[src/rtl/cholesky_reconstruct.sv]
// ---------------------------------------------------------------------------
// cholesky_reconstruct
//
// Rebuilds a covariance matrix A = L * L^T from a packed lower-triangular
// factor L using one sequential multiply-accumulate (one product per enabled
// clock). It is used to check a factor on chip, and to re-form covariance
// after sigma-point propagation.
//
// Packing (L and A): entry (i,j), j<=i, lives in word k = i*(i+1)/2 + j at
// bits [W*k +: W], row-major, LSB first. Entries are signed fixed point with
// FRAC fractional bits.
//
// Ports:
//   clk      in   rising-edge system clock
//   rst      in   asynchronous, active-low reset
//   clk_en   in   clock enable; all state holds while low
//   L        in   packed lower-triangular factor
//   L_valid  in   L is valid; accepted only while ready=1
//   ready    out  high while idle
//   A        out  packed reconstructed matrix; holds until the next result
//   A_valid  out  one-enabled-cycle pulse when A is updated
//   ovf      out  sticky overflow flag for the current result
//
// Build option:
//   CHOL_RECON_SAT_EN  defined   -> results outside the W-bit signed range
//                                   clamp, and ovf is set until next accept
//                      undefined -> results wrap to the low W bits, ovf = 0
// ---------------------------------------------------------------------------
module cholesky_reconstruct #(
   parameter int W    = 32,
   parameter int FRAC = 16,
   parameter int N    = 5
) (
   input  logic                       clk,
   input  logic                       rst,
   input  logic                       clk_en,
   input  logic [W*N*(N+1)/2-1:0]     L,
   input  logic                       L_valid,
   output logic                       ready,
   output logic [W*N*(N+1)/2-1:0]     A,
   output logic                       A_valid,
   output logic                       ovf
);

   localparam int NE = N*(N+1)/2;     // number of stored entries
   localparam int PW = 2*W;           // product width
   localparam int AW = 2*W+3;         // accumulator width
   localparam int IW = $clog2(N+1);   // row/column counter width
   localparam int KW = $clog2(NE);    // packed word index width

   typedef enum logic [1:0] {IDLE, COMPUTE, DONE} state_t;

   state_t               state_reg, state_next;
   logic [IW-1:0]        i_reg, j_reg, m_reg;
   logic signed [AW-1:0] acc_reg;
   logic [NE*W-1:0]      a_reg;
   logic                 a_valid_reg;

   // Latched factor and per-entry result slots (no reset needed: the slots
   // are fully rewritten before they are ever copied to the port).
   logic [W-1:0]         l_reg    [NE];
   logic [W-1:0]         slot_reg [NE];
   logic [NE*W-1:0]      slot_flat;

   logic                 accept;
   logic                 last_term;
   logic                 final_term;
   logic                 slot_we;
   logic [KW-1:0]        k_im, k_jm, k_ij;
   logic signed [W-1:0]  op_a, op_b;
   logic signed [PW-1:0] prod;
   logic signed [AW-1:0] sum;
   logic signed [AW-1:0] shifted;
   logic [W-1:0]         result;
   logic                 sat;

   function automatic logic [KW-1:0] tri_idx(input logic [IW-1:0] r,
                                             input logic [IW-1:0] c);
      int ri;
      ri = int'(r);
      return KW'(ri*(ri+1)/2 + int'(c));
   endfunction

   // -------------------------------------------------------------------
   // FSM: state register
   // -------------------------------------------------------------------
   always_ff @(posedge clk or negedge rst) begin
      if (!rst)
         state_reg <= IDLE;
      else if (clk_en)
         state_reg <= state_next;
   end

   // FSM: next-state logic
   always_comb begin
      state_next = state_reg;
      case (state_reg)
         IDLE:    if (L_valid)    state_next = COMPUTE;
         COMPUTE: if (final_term) state_next = DONE;
         DONE:                    state_next = IDLE;
         default:                 state_next = IDLE;
      endcase
   end

   // FSM: outputs
   always_comb begin
      ready = (state_reg == IDLE);
   end

   assign A_valid = a_valid_reg;
   assign A       = a_reg;

   // -------------------------------------------------------------------
   // MAC datapath
   // -------------------------------------------------------------------
   assign accept     = (state_reg == IDLE) && L_valid;
   assign last_term  = (m_reg == j_reg);
   assign final_term = last_term && (i_reg == IW'(N-1)) && (j_reg == IW'(N-1));
   assign slot_we    = (state_reg == COMPUTE) && last_term;

   assign k_im = tri_idx(i_reg, m_reg);
   assign k_jm = tri_idx(j_reg, m_reg);
   assign k_ij = tri_idx(i_reg, j_reg);

   assign op_a    = l_reg[k_im];
   assign op_b    = l_reg[k_jm];
   assign prod    = PW'(op_a) * PW'(op_b);
   assign sum     = acc_reg + AW'(prod);
   assign shifted = sum >>> FRAC;

`ifdef CHOL_RECON_SAT_EN
   logic [AW-W:0] hi_bits;   // sign bit of the W-bit result plus everything above

   assign hi_bits = shifted[AW-1:W-1];
   always_comb begin
      sat    = !((&hi_bits) || (~|hi_bits));
      result = shifted[W-1:0];
      if (sat)
         result = shifted[AW-1] ? {1'b1, {(W-1){1'b0}}} : {1'b0, {(W-1){1'b1}}};
   end
`else
   // Wrapping build: bits above the result width are intentionally dropped.
   logic unused_hi;

   assign unused_hi = ^shifted[AW-1:W];
   assign sat       = 1'b0;
   assign result    = shifted[W-1:0];
`endif

   // Counters, accumulator, output register and valid pulse.
   always_ff @(posedge clk or negedge rst) begin
      if (!rst) begin
         i_reg       <= '0;
         j_reg       <= '0;
         m_reg       <= '0;
         acc_reg     <= '0;
         a_reg       <= '0;
         a_valid_reg <= 1'b0;
      end else if (clk_en) begin
         a_valid_reg <= (state_reg == DONE);
         case (state_reg)
            IDLE: begin
               if (L_valid) begin
                  i_reg   <= '0;
                  j_reg   <= '0;
                  m_reg   <= '0;
                  acc_reg <= '0;
               end
            end
            COMPUTE: begin
               if (last_term) begin
                  // Entry finished: its result goes to the slot this edge,
                  // so the accumulator starts clean for the next entry.
                  acc_reg <= '0;
                  m_reg   <= '0;
                  if (j_reg == i_reg) begin
                     j_reg <= '0;
                     i_reg <= i_reg + IW'(1);
                  end else begin
                     j_reg <= j_reg + IW'(1);
                  end
               end else begin
                  acc_reg <= sum;
                  m_reg   <= m_reg + IW'(1);
               end
            end
            DONE: a_reg <= slot_flat;
            default: ;
         endcase
      end
   end

   // Factor latch and result slots.
   always_ff @(posedge clk) begin
      if (clk_en) begin
         if (accept) begin
            for (int k = 0; k < NE; k++)
               l_reg[k] <= L[W*k +: W];
         end
         if (slot_we)
            slot_reg[k_ij] <= result;
      end
   end

   genvar gi;
   generate
      for (gi = 0; gi < NE; gi++) begin : g_pack
         assign slot_flat[W*gi +: W] = slot_reg[gi];
      end
   endgenerate

`ifdef CHOL_RECON_SAT_EN
   logic ovf_reg;

   always_ff @(posedge clk or negedge rst) begin
      if (!rst)
         ovf_reg <= 1'b0;
      else if (clk_en) begin
         if (accept)
            ovf_reg <= 1'b0;
         else if (slot_we && sat)
            ovf_reg <= 1'b1;
      end
   end

   assign ovf = ovf_reg;
`else
   assign ovf = 1'b0;
`endif

endmodule

[config.mk]
export PLATFORM = sky130hd
export DESIGN_NAME = cholesky_reconstruct
export DESIGN_NICKNAME = d
export VERILOG_FILES = /design/src/rtl/cholesky_reconstruct.sv
export SDC_FILE = /design/constraint.sdc
export NUM_CORES = 2
export LEC_CHECK = 0
export CAP_MARGIN = 10
export CORE_MARGIN = 2
export CORE_UTILIZATION = 48
export CTS_CLUSTER_SIZE = 12
export DETAILED_ROUTE_END_ITERATION = 12
export PLACE_DENSITY_LB_ADDON = 0.1
export RECOVER_POWER = 50
export SETUP_SLACK_MARGIN = 0.4
export SYNTH_ARGS = -nofsm -noshare
export SYNTH_HDL_FRONTEND = slang
export SYNTH_SLANG_ARGS = --single-unit
[constraint.sdc]
create_clock -name clk -period 39 [get_ports clk]
set_clock_uncertainty 0.1 [all_clocks]
set_input_delay 3.9 -clock clk [delete_from_list [all_inputs] [get_ports clk]]
set_output_delay 3.9 -clock clk [all_outputs]
set_load 0.01 [all_outputs]
After elaboration in Yosys (flattened, before gate mapping)
Memory sizes are Yosys's and may differ from the RTL's. A register that Yosys moved wholly into a read port is not among the register bits. Cells that the tools add are included.

Reductions and logical operators: 26. Equal/unequal tests: 10. Add/sub/neg operators: 11. Bitwise logic cells: 2. Multiply operators: 3. Mux-type cells: 21.

Operators by type and width (number): 67-bit two-way mux (2); 67-bit case mux with 2 select lines (1); 67-bit by 64-bit adder with 67-bit output (1); 32-bit by 32-bit multiplier with 64-bit output (1); 3-bit two-way mux (6); 3-bit case mux with 2 select lines (3); 1-bit logical NOT (15); 4-bit adder (3); 3-bit by 4-bit multiplier with 5-bit output (2); 3-bit by 1-bit adder with 3-bit output (second input constant) (3); 3-bit by 1-bit adder with 4-bit output (second input constant) (2); 4-bit by 1-bit adder with 4-bit output (2); 3-bit equality test (2); 3-bit equality test (second input constant) (2); 1-bit two-way mux (6); 2-bit inequality test (second input constant) (3); 3-bit AND reduction (2); 5-bit AND reduction (1); 1-bit logical AND (4); 2-bit two-way mux (2); 2-bit case mux with 2 select lines (1); 4-bit AND reduction (1); 1-bit bitwise AND (first input constant) (2); 2-bit by 1-bit equality test with 1-bit output (second input constant) (1); other kinds (5) (5).

Memory bits (writable): 960. Memories kept: 2. Logic and storage cells: 81. Bits in registers: 79.

Memory list: l_reg (words 15, width 32, read ports 2, clocked after memory_dff 0, wr ports 15, line 61) `logic [W-1:0] l_reg [NE];`; slot_reg (words 15, width 32, read ports 15, clocked after memory_dff 15, wr ports 1, line 62) `logic [W-1:0] slot_reg [NE];`.

Depth between registers and ports, before layout
An unclocked memory read counts as a cell.

Word-level depth: 10. Mapped depth: 51. Gate-level depth less buffers: 43.

Worst setup path before layout
OpenSTA, ideal clock, no wires.

Path type: input port to flip-flop. Start: input clk_en. End: memory l_reg[0][0], enable pin. Required time: 37.989 ns. Setup time: 0.911 ns. Arrival: 14.958 ns. Path slack: 23.031 ns. Path buffers: 0. Stages on the path: 2. Path through: nor2b_1 > and3b_1.

RTL lines: from (decl) (line 36) `input logic clk_en,`; to (decl) (line 61).

Final worst setup path
Start: register i_reg[0]. End: register acc_reg[47].

Longest elaborated chain between the ends: 10.

Ends and longest elaborated chain: from (decl) (line 54) `logic [IW-1:0] i_reg, j_reg, m_reg;`; from (signal assigned) (line 178) `i_reg <= i_reg + IW'(1);`; 3-bit by 1-bit adder with 4-bit output (line 81) `return KW'(ri*(ri+1)/2 + int'(c));`; 3-bit by 4-bit multiplier with 5-bit output (*) (line 81); 1-bit bitwise AND (no line); 4-bit by 1-bit adder with 4-bit output (no line) (*); 4-bit adder (*) (line 81); memory read 15 x 32 bit (*); 32-bit by 32-bit multiplier with 64-bit output (*) (line 127) `assign prod = PW'(op_a) * PW'(op_b);`; 67-bit by 64-bit adder with 67-bit output (*) (line 128) `assign sum = acc_reg + AW'(prod);`; net sum[47] (line 72) `logic signed [AW-1:0] sum;`; 67-bit two-way mux (*) (line 171) `if (last_term) begin`; 67-bit case mux with 2 select lines (*) (line 161) `case (state_reg)`; to (signal assigned) (line 183) `acc_reg <= sum;`; to (decl) (line 55) `logic signed [AW-1:0] acc_reg;`.

Mark *: on every way through the listed nets, which the timed path passes. The rest lies on a longest branch. A chain may end at the register's enable or synchronous reset.

==> metrics.csv <==
metric,value,unit
Via Count,54331,
Yosys warnings,0,
Critical-path top delay cell,buf_4,
Overflow after GRT,0,
I/O pin total,967,
root buffer cell,clkbuf_16,
total clock sinks,1500,
Final HPWL DP,193.5,mm
"wirelength, routed",262.1,mm
initial core utilization,0.4817,
Hold Crit Depth,1,
async set-reset flop share out of synthesis,0.3600,
# resized after CTS,0,
r2r worst-path depth,46,
ratio of cells with drive above 1 in the final layout,0.1494,
core area,0.1827,sq mm
unrepaired setup endpoints after global routing,false,
Unique masters post-synth,67,
Post CTS Setup Buffer Count,0,
Filler Cell Count,14667,
failing checks,"capacitance limit, slew limit",
die area,0.1868,sq mm
Worst-Margin Slew,6.562,ns
Final period util,0.3559,
Synth area leaders,"edfxtp_1 33%, fa_1 21%, dfrtp_1 15%, mux2_2 6.3%, mux4_2 5.7%",
FF-to-FF setup slack,25.12,ns
largest net degree at the start of global routing,150,
hold path start,slot_reg[5][11]$_DFFE_PP_,
Final Core Density,0.5802,
WHS Endpoint,A[171]$_DFFE_PN0P_,
"Min Clock Period, post-route",13.88,ns
Mapped Area,0.08800,sq mm
Max stage delay on crit path,0.59,ns
"top cells by count, synth","992 x inv_1, 960 x edfxtp_1, 912 x fa_1",
crit path DAT,14.47,ns
vias in the first global route,56635,
Synth top area share,0.3276,
Rel. slew slack,-3.374,
placed cell areas,0.1010,sq mm
Hold Buf Count CTS,0,
post-synthesis sequential area ratio,0.4811,
Mean Syn Cell Area,13.73,sq um
"Clk Latency, worst-skew pair",0.84,ns
crit-path most repeated cell,inv_1,
gr usage total,0.2840,
"Clk pin slew, worst setup/hold paths",0.06,ns
"area leader, netlist",edfxtp_1,
Die Height,432.2,um
Multi-input gate area,0.04117,sq mm
Vias/cell,5.490,
status,"finished, violations left",
Crit Path Class,reg2reg,
nets,8966,
post-route ant nets,0,
RR Endpoint,acc_reg[47]$_DFFE_PN0P_,
DR WL/cell,26.49,um
max-slew violation count,975,
Hold Path Class,reg2reg,
H-Tree Depth,4,
final hold viol count,0,
crit end category,flip-flop,
syn nets,8014,
I/O Buffers,965,
die width,432.2,um
drc violations,0,
clock buffer count from CTS,158,
cells after synthesis,6410,
critical path startpoint category,flip-flop,
Synth Flop Type,edfxtp_1,
Worst EP required,39.59,ns
Max-Cap Viols,21,
Register Area,0.04234,sq mm
"final std cell area, no fill",0.1060,sq mm
DR iter-0 viols,4394,
initial antenna violation count,78,
clk buf depth,3,
Post-synth EDFFs,960,
Final Setup Violations,0,
Crit Path Max Fanout,103,
1st-pass router iterations,5,
r2r startpoint,i_reg[0]$_DFFE_PN0P_,
area growth from synthesis to layout,20.43,%
GP Congestion,0.9574,
first-pass GRT wire length,384.8,mm
fmax,72.04,MHz
Final TNS setup,0,ns
Yosys reg bits,1500,
TritonCTS clock tree,yes,
Rows,157,
top-count cell post-synth,inv_1,
## cell usage in the layout (no fill, tap or decap), types with 10 or more instances in the layout
cell type and count:
inv_1 992, edfxtp_1 960, dlygate4sd3_1 956, fa_1 910, nand2_1 669, dfrtp_1 540, mux2_2 490, nor2_1 373
mux4_2 222, ha_1 206, clkbuf_16 161, buf_4 110, mux2i_1 95, o21ai_0 92, clkbuf_1 82, a21oi_1 62
and2_1 62, xnor2_1 43, a21o_1 40, nand2b_1 33, nand3_1 32, a22o_1 31, o21a_1 28, diode_2 26
xnor2_2 23, nor2b_1 19, clkinv_1 16, clkbuf_8 16, o21ai_2 15, o21ai_1 14, xor2_1 14, nor2_4 14
xor2_2 10, o21bai_1 10
## critical path, delay by kind of cell (launching register included)
family,cells,cell delay (ns)
XOR/XNOR,2,0.49
buffers and inverters,15,2.65
AO/OA/AOI/OAI,9,2.45
adder cells (fa/ha/maj),14,6.23
flip-flops,1,0.51
AND/OR/NAND/NOR,5,0.60
multiplexers,1,0.58
## kinds of logic after synthesis
| kind of cell | Yosys count | synth area share |
|---|---|---|
| mux | 811 | 0.1309 |
| fa+ha+maj | 1120 | 0.2370 |
| xor+xnor | 100 | 0.01156 |
| compound gates | 344 | 0.02494 |
| simple gates | 1234 | 0.05748 |
| other cells | 1 | 0.00004261 |
| flops | 1500 | 0.4811 |
| buf+inv | 1300 | 0.05691 |
## worst max-delay path by stage
stage | startpoint | end | slack [ns] | depth (start not counted)
5_1_grt | rst | acc_reg[7]$_DFFE_PN0P_ | 23.14 | 3
6_report | i_reg[0]$_DFFE_PN0P_ | acc_reg[47]$_DFFE_PN0P_ | 25.12 | 46
4_1_cts | j_reg[1]$_DFFE_PN0P_ | slot_reg[13][31]$_DFFE_PP_ | 25.00 | 42
3_5_place_dp | j_reg[1]$_DFFE_PN0P_ | slot_reg[5][31]$_DFFE_PP_ | 25.06 | 42
2_1_floorplan | clk_en | l_reg[0][0]$_DFFE_PP_ | 23.03 | 2
3_3_place_gp | i_reg[0]$_DFFE_PN0P_ | acc_reg[47]$_DFFE_PN0P_ | 25.18 | 46
## area by class of cell
type	count	share of cell area
Multi-Input combinational cell	3610	0.3884
Tap cell	2385	0.02816
Antenna cell	26	0.0006139
Clock buffer	239	0.04229
Inverter	993	0.03517
Clock inverter	44	0.005395
Timing Repair Buffer	1099	0.1005
Sequential cell	1500	0.3995
## per-layer routing
layer | up-vias | part of all wire | wire length (um) | global-route usage
met4 | 36 | 0.027 | 7099 | 0.07761
li1 | 23137 | - | - | -
met1 | 28324 | 0.42 | 111400 | 0.4013
met5 | - | 0.00093 | 245 | 0
met2 | 2401 | 0.46 | 121000 | 0.4421
met3 | 433 | 0.086 | 22450 | 0.06790
## metrics by stage
stage          hold WS [ns]  setup WS (ns)  std cells
4_1_cts              0.3592          25.00       9870
6_report             0.3591          25.12       9896
3_5_place_dp         0.3626          25.06       9587
5_1_grt              0.3768          23.14       9883
2_1_floorplan        0.3485          23.03       6410
3_3_place_gp         0.3567          25.18       9587
Power is not shown: default switching activity piles up to over one toggle a cycle in this logic, so the estimate is an artifact.
